<file path="config.mk">
export PLATFORM = sky130hd
export DESIGN_NAME = programmable_ram
export DESIGN_NICKNAME = d
export VERILOG_FILES = /design/src/rtl/programmable_ram.sv
export SDC_FILE = /design/constraint.sdc
export NUM_CORES = 1
export LEC_CHECK = 0
export CAP_MARGIN = 5
export CORE_UTILIZATION = 45
export DETAILED_ROUTE_END_ITERATION = 7
export MAX_ROUTING_LAYER = met4
export SETUP_SLACK_MARGIN = 0.3
export SYNTH_ARGS = -nofsm -noshare
export SYNTH_HDL_FRONTEND = slang
export SYNTH_SLANG_ARGS = --single-unit
</file>
<file path="constraint.sdc">
create_clock -name clk -period 3.4 [get_ports clk]
set_clock_uncertainty 0.1 [all_clocks]
set_input_delay 0.34 -clock clk [delete_from_list [all_inputs] [get_ports clk]]
set_output_delay 0.34 -clock clk [all_outputs]
set_load 0.02 [all_outputs]
</file>
<file path="src/rtl/programmable_ram.sv">
// programmable_ram -- parametrised program/data RAM for the CPU bus.
//
// Words are cleared one per clock after reset (ready rises when the sweep
// ends). In RUN mode the CPU writes bus_in at the MAR address; in MANUAL
// mode the front-panel write button stores program_switches either at
// manual_address or at the auto-incrementing manual_pointer.
//
// Optional build macro: RAM_PARITY_EN adds one stored even-parity bit per
// word and drives parity_error; without it parity_error is tied low.
//
// Ports:
//   clk, rst_n        clock, asynchronous active-low reset
//   read_from_bus     RUN-mode write enable
//   address, bus_in   CPU write/read address and write data
//   bus_out           combinational read of the current read address
//   manual_mode       async switch, 1 = programming mode
//   manual_write      async write button, active-high
//   manual_address    address switches
//   manual_auto_inc   1 = manual writes/reads use manual_pointer
//   program_switches  data switches
//   manual_pointer    next auto-increment programming address
//   ready             high once the clear sweep completes
//   parity_error      stored-word parity mismatch at the read address
module programmable_ram #(
  parameter int DATA_WIDTH  = 8,
  parameter int ADDR_WIDTH  = 4,
  parameter int SYNC_STAGES = 2   // must be at least 2
) (
  input  logic                  clk,
  input  logic                  rst_n,
  input  logic                  read_from_bus,
  input  logic [ADDR_WIDTH-1:0] address,
  input  logic [DATA_WIDTH-1:0] bus_in,
  output logic [DATA_WIDTH-1:0] bus_out,
  input  logic                  manual_mode,
  input  logic                  manual_write,
  input  logic [ADDR_WIDTH-1:0] manual_address,
  input  logic                  manual_auto_inc,
  input  logic [DATA_WIDTH-1:0] program_switches,
  output logic [ADDR_WIDTH-1:0] manual_pointer,
  output logic                  ready,
  output logic                  parity_error
);

  localparam int DEPTH = 2 ** ADDR_WIDTH;

  typedef enum logic [1:0] {
    ST_CLEAR,
    ST_RUN,
    ST_MANUAL
  } state_t;

  state_t                  state, state_next;
  logic [ADDR_WIDTH-1:0]   clear_cnt;

  logic [SYNC_STAGES-1:0]  mode_sync;
  logic [SYNC_STAGES-1:0]  write_sync;
  logic                    write_prev;
  logic                    mode_s;
  logic                    write_s;
  logic                    write_pulse;

  logic                    we;
  logic [ADDR_WIDTH-1:0]   waddr;
  logic [DATA_WIDTH-1:0]   wdata;
  logic [ADDR_WIDTH-1:0]   raddr;
  logic [ADDR_WIDTH-1:0]   manual_target;
  logic [DATA_WIDTH-1:0]   rdata;

  logic [DATA_WIDTH-1:0]   mem [DEPTH];

  // ---------------------------------------------------------------------
  // Front-panel synchronisers and press edge detector
  // ---------------------------------------------------------------------
  // NOTE: sequential state uses non-blocking assignments so every flop
  // samples the pre-edge value of its neighbours (a shift chain would
  // collapse into one stage with blocking assignments).
  always_ff @(posedge clk or negedge rst_n) begin
    if (!rst_n) begin
      mode_sync  <= '0;
      write_sync <= '0;
      write_prev <= 1'b0;
    end else begin
      mode_sync  <= {mode_sync[SYNC_STAGES-2:0], manual_mode};
      write_sync <= {write_sync[SYNC_STAGES-2:0], manual_write};
      write_prev <= write_s;
    end
  end

  assign mode_s      = mode_sync[SYNC_STAGES-1];
  assign write_s     = write_sync[SYNC_STAGES-1];
  // One pulse per press regardless of how long the button is held.
  assign write_pulse = write_s & ~write_prev;

  // ---------------------------------------------------------------------
  // Mode state machine and clear-sweep counter
  // ---------------------------------------------------------------------
  always_ff @(posedge clk or negedge rst_n) begin
    if (!rst_n) begin
      state     <= ST_CLEAR;
      clear_cnt <= '0;
    end else begin
      state <= state_next;
      if (state == ST_CLEAR) clear_cnt <= clear_cnt + ADDR_WIDTH'(1);
    end
  end

  // NOTE: every output of a combinational block gets a default before the
  // case statement; a path that leaves one unassigned would infer a latch.
  always_comb begin
    state_next = state;
    unique case (state)
      ST_CLEAR: begin
        if (clear_cnt == ADDR_WIDTH'(DEPTH - 1))
          state_next = mode_s ? ST_MANUAL : ST_RUN;
      end
      ST_RUN:    if (mode_s)  state_next = ST_MANUAL;
      ST_MANUAL: if (!mode_s) state_next = ST_RUN;
      default:   state_next = ST_CLEAR;
    endcase
  end

  // ---------------------------------------------------------------------
  // Write/read port selection
  // ---------------------------------------------------------------------
  assign manual_target = manual_auto_inc ? manual_pointer : manual_address;

  always_comb begin
    we    = 1'b0;
    waddr = clear_cnt;
    wdata = '0;
    raddr = clear_cnt;
    unique case (state)
      ST_CLEAR: begin
        // Sweep has priority over bus and button; nothing is queued.
        we = 1'b1;
      end
      ST_RUN: begin
        raddr = address;
        if (read_from_bus) begin
          we    = 1'b1;
          waddr = address;
          wdata = bus_in;
        end
      end
      ST_MANUAL: begin
        raddr = manual_target;
        if (write_pulse) begin
          we    = 1'b1;
          waddr = manual_target;
          wdata = program_switches;
        end
      end
      default: ;
    endcase
  end

  // ---------------------------------------------------------------------
  // Programming pointer: only reset clears it, so it survives mode changes
  // ---------------------------------------------------------------------
  always_ff @(posedge clk or negedge rst_n) begin
    if (!rst_n) begin
      manual_pointer <= '0;
    end else if (state == ST_MANUAL && write_pulse) begin
      manual_pointer <= manual_target + ADDR_WIDTH'(1);
    end
  end

  // ---------------------------------------------------------------------
  // Storage
  // ---------------------------------------------------------------------
  // NOTE: the array has no reset branch; the post-reset sweep zeroes it,
  // which keeps it mappable onto plain RAM rather than DEPTH reset flops.
  always_ff @(posedge clk) begin
    if (we) mem[waddr] <= wdata;
  end

  assign rdata   = mem[raddr];
  assign ready   = (state != ST_CLEAR);
  // Contents are undefined until the sweep finishes, so hide them.
  assign bus_out = ready ? rdata : '0;

`ifdef RAM_PARITY_EN
  logic mem_par [DEPTH];

  always_ff @(posedge clk) begin
    if (we) mem_par[waddr] <= ^wdata;
  end

  assign parity_error = ready & ((^rdata) != mem_par[raddr]);
`else
  assign parity_error = 1'b0;
`endif

endmodule

</file>
==> impl_metrics.py <==
metrics = {
    "run_status": {
        "status": "completed",
    },
    "global_route": {
        "antenna_found_initial": 0,
        "global_route.usage.met1_pct": 29.66,
        "grt_pass1_wl_um": 22140,
        "busiest_layer": "met2",
        "grtUsageMet3_pct": 3.592,
        "met2_usage_pct": 33.61,
        "first_global_vias": 4000,
        "grt_use_total_pct": 21.88,
        "grt_overflow": 0,
        "grt_max_degree": 17,
    },
    "synth": {
        "synth_warnings": 0,
        "netlist_instances": 456,
        "ys_types": 45,
        "yosysSeqAreaShare_pct": 67.98,
        "synth_flop_cell": "edfxtp_1",
        "synth_edf_count": 128,
        "async_flop_share_pct": 10.49,
        "synth_nets": 493,
        "synth-seq-cells": 143,
        "synth_area_mm2": 0.006206,
        "avgSynthCellArea_um2": 13.61,
    },
    "pwr": {
        "vdd_drop_max_mv": 0.5918,
        "p_leak_nw": 3.022,
        "switching_share_pct": 37.87,
        "p_per_area_mw_per_mm2": 1145,
        "clockPowerShare_pct": 18.5,
        "p_sw_mw": 3.537,
        "report.power.total_mw": 9.341,
        "p_int_mw": 5.804,
        "combPwrFrac_pct": 54.9,
        "p_seq_share_pct": 26.6,
    },
    "clocking": {
        "htree_levels": 4,
        "numCtsBuffers": 17,
        "path_clk_slew_ns": 0.06,
        "cts_tree": "yes",
        "cts.sinks": 143,
        "postCtsHoldBufs": 0,
        "clk-insertion-delay-late_ns": 0.42,
        "cts_root_buffer": "clkbuf_16",
        "cts_buffer_depth": 2,
    },
    "floorplanning": {
        "row_count": 42,
        "die-area_mm2": 0.01426,
        "dieHeight_um": 119.4,
        "die_w_um": 119.4,
        "start_util_pct": 46.49,
        "io_pins": 44,
        "floorplan.core_area_mm2": 0.01335,
    },
    "sta": {
        "hold_slack_ns": 0.2418,
        "timing.fmax_ghz": 0.3204,
        "hold_viol_final": 0,
        "timing.final.crit_period_ns": 3.121,
        "finalSetupViolCount": 0,
        "rsz0062_at_grt": "yes",
        "setup_tns_ns": 0,
        "period_share_pct": 91.81,
        "worst_slew_pin_slew_ns": 0.6929,
        "slew_headroom_pct": 53.66,
        "slew_violations": 0,
    },
    "route": {
        "dr.pass1.iters": 5,
        "final_antenna_net_count": 0,
        "routedWlPerCell_um": 19.30,
        "drc": 0,
        "routed_via_density": 5.549,
        "vias": 4217,
        "wirelength_um": 14670,
        "initialDrtViolationCount": 287,
    },
    "final_layout": {
        "final_area_mm2": 0.008155,
        "area_delta_synth_final_pct": 31.41,
        "diodes": 0,
        "drive_above_1_share_pct": 24.49,
        "stdcell_count": 760,
        "mostFrequentLayoutCell": "edfxtp_1",
        "nets": 608,
        "mostFrequentLayoutCells": "128 x edfxtp_1, 74 x nand2_1, 60 x buf_4",
    },
    "critical_path": {
        "path_buf_inv": 6,
        "path_class": "flop to output port",
        "critPathRequiredTime_ns": 2.96,
        "slowest_stage": "dfrtp_1",
        "path_cells": "inv_2, ha_4, buf_6, nand2_8, o211ai_4, buf_12, buf_12, buf_16, mux2i_1, a221o_1, o21ai_2, buf_6",
        "crit_family": "buffers and inverters",
        "worst_setup_path_end_kind": "output port",
        "worstPathArrival_ns": 2.68,
        "worst-path-max-fanout": 8,
        "start_kind": "flop",
        "max_stage_delay_ns": 0.36,
    },
    "hold_path": {
        "hold_path_class": "primary input to asynchronous set/reset pin",
    },
    "placement": {
        "dp_hpwl_um": 9648,
        "gp_congestion": 0.8950,
        "numPlacedInstances": 711,
        "portBuffers": 42,
        "placed_cell_area_mm2": 0.007193,
    },
    "job": {
        "cap_violations": 0,
    },
}
==> flip-flops by register name (all words and copies together), names as in the netlist <==
signal          count
mem               128
clear_cnt           4
manual_pointer      4
mode_sync           2
state               2
write_sync          2
write_prev          1
==> power groups by stage <==
stage               clock [mW]  sequential [mW]  combinational (mW)
floorplan                    0             2.50                2.49
global placement             0             2.50                4.11
detailed placement           0             2.50                4.13
CTS                       1.75             2.48                4.62
global route              1.82             2.51                5.45
finish                    1.73             2.48                5.13
==> worst register-to-register path, delay by kind of cell, from the launching register on <==
kind                       cells  cell delay, ns
DFF                            1            0.38
and+or+nand+nor                2            0.61
AOI/OAI and AO/OA              2            0.57
adders and majority gates      1            0.23
buffers and inverters          4            0.48
==> cell type report <==
class | count | area (um^2)
Tap cell | 176 | 220.2
Clock buffer | 20 | 436.7
Multi-Input combinational cell | 281 | 1932
Inverter | 9 | 33.78
Timing Repair Buffer | 119 | 1201
Sequential cell | 143 | 4219
Fill cell | 1039 | 5192
Clock inverter | 12 | 112.6
==> stage by stage <==
stage / setup slack (ns) / util [%]
2_1_floorplan: 0.6520 / -
3_3_place_gp: -0.05917 / 53.89
3_5_place_dp: -0.06334 / 53.89
4_1_cts: 0.2937 / 59.59
5_1_grt: 0.1930 / 61.10
6_report: 0.2785 / 61.10
==> cell families after synthesis <==
group | Yosys count | synth area share [%]
fa+ha+maj | 7 | 1.411
flops | 143 | 67.98
buf+inv | 32 | 3.165
other cells | 1 | 0.06043
mux | 41 | 6.754
compound gates | 71 | 8.670
simple gates | 156 | 11.25
xor+xnor | 5 | 0.7058
==> path summary, 6_finish.rpt <==
path | start | endpoint | slack [ns] | cells after the start
max | state[1] | bus_out[6] | 0.28 | 12
min | rst_n | manual_pointer[3] | 0.24 | 1
max reg2reg | state[0] | mem[14][1] | 0.74 | 9
min reg2reg | write_sync[0] | write_sync[1] | 0.25 | 0
max in group asynchronous | rst_n | clear_cnt[0] | 2.52 | 1
min in group clk | write_sync[0] | write_sync[1] | 0.25 | 0
==> layer usage <==
| layer | part of all wire, % | vias up |
|---|---|---|
| li1 | - | 1956 |
| met1 | 46 | 2081 |
| met2 | 47 | 153 |
| met3 | 5.3 | 27 |
| met4 | 2.1 | 0 |
| met5 | 0 | - |
==> synth_stat cells, drive strengths merged (2+ instances only) <==
master | number | area, um^2
nand2 | 75 | 281.5
inv | 9 | 33.78
a22oi | 12 | 90.09
a32o | 8 | 80.08
clkbuf | 5 | 18.77
a32oi | 8 | 70.07
mux2i | 40 | 407.9
nor2b | 9 | 56.30
xor2 | 3 | 26.28
xnor2 | 2 | 17.52
nor2 | 27 | 103.9
dfrtp | 15 | 375.4
nand4 | 10 | 62.56
edfxtp | 128 | 3844
and2 | 3 | 18.77
nand2b | 4 | 25.02
o22ai | 4 | 25.02
buf | 18 | 143.9
a221o | 8 | 80.08
nand3 | 22 | 110.1
a21oi | 4 | 20.02
nor3 | 3 | 20.02
ha | 7 | 87.58
o21ai | 18 | 90.09
==> what timing repair did <==
action,4_1_cts,5_1_grt
cloned,2,2
setup endpoints to repair,8,8
gates resized for setup,58,29
setup buffers,10,3
pin swaps,7,16
hold endpoints to repair,0,0
Note: power is estimated with default switching activity, not from simulation.
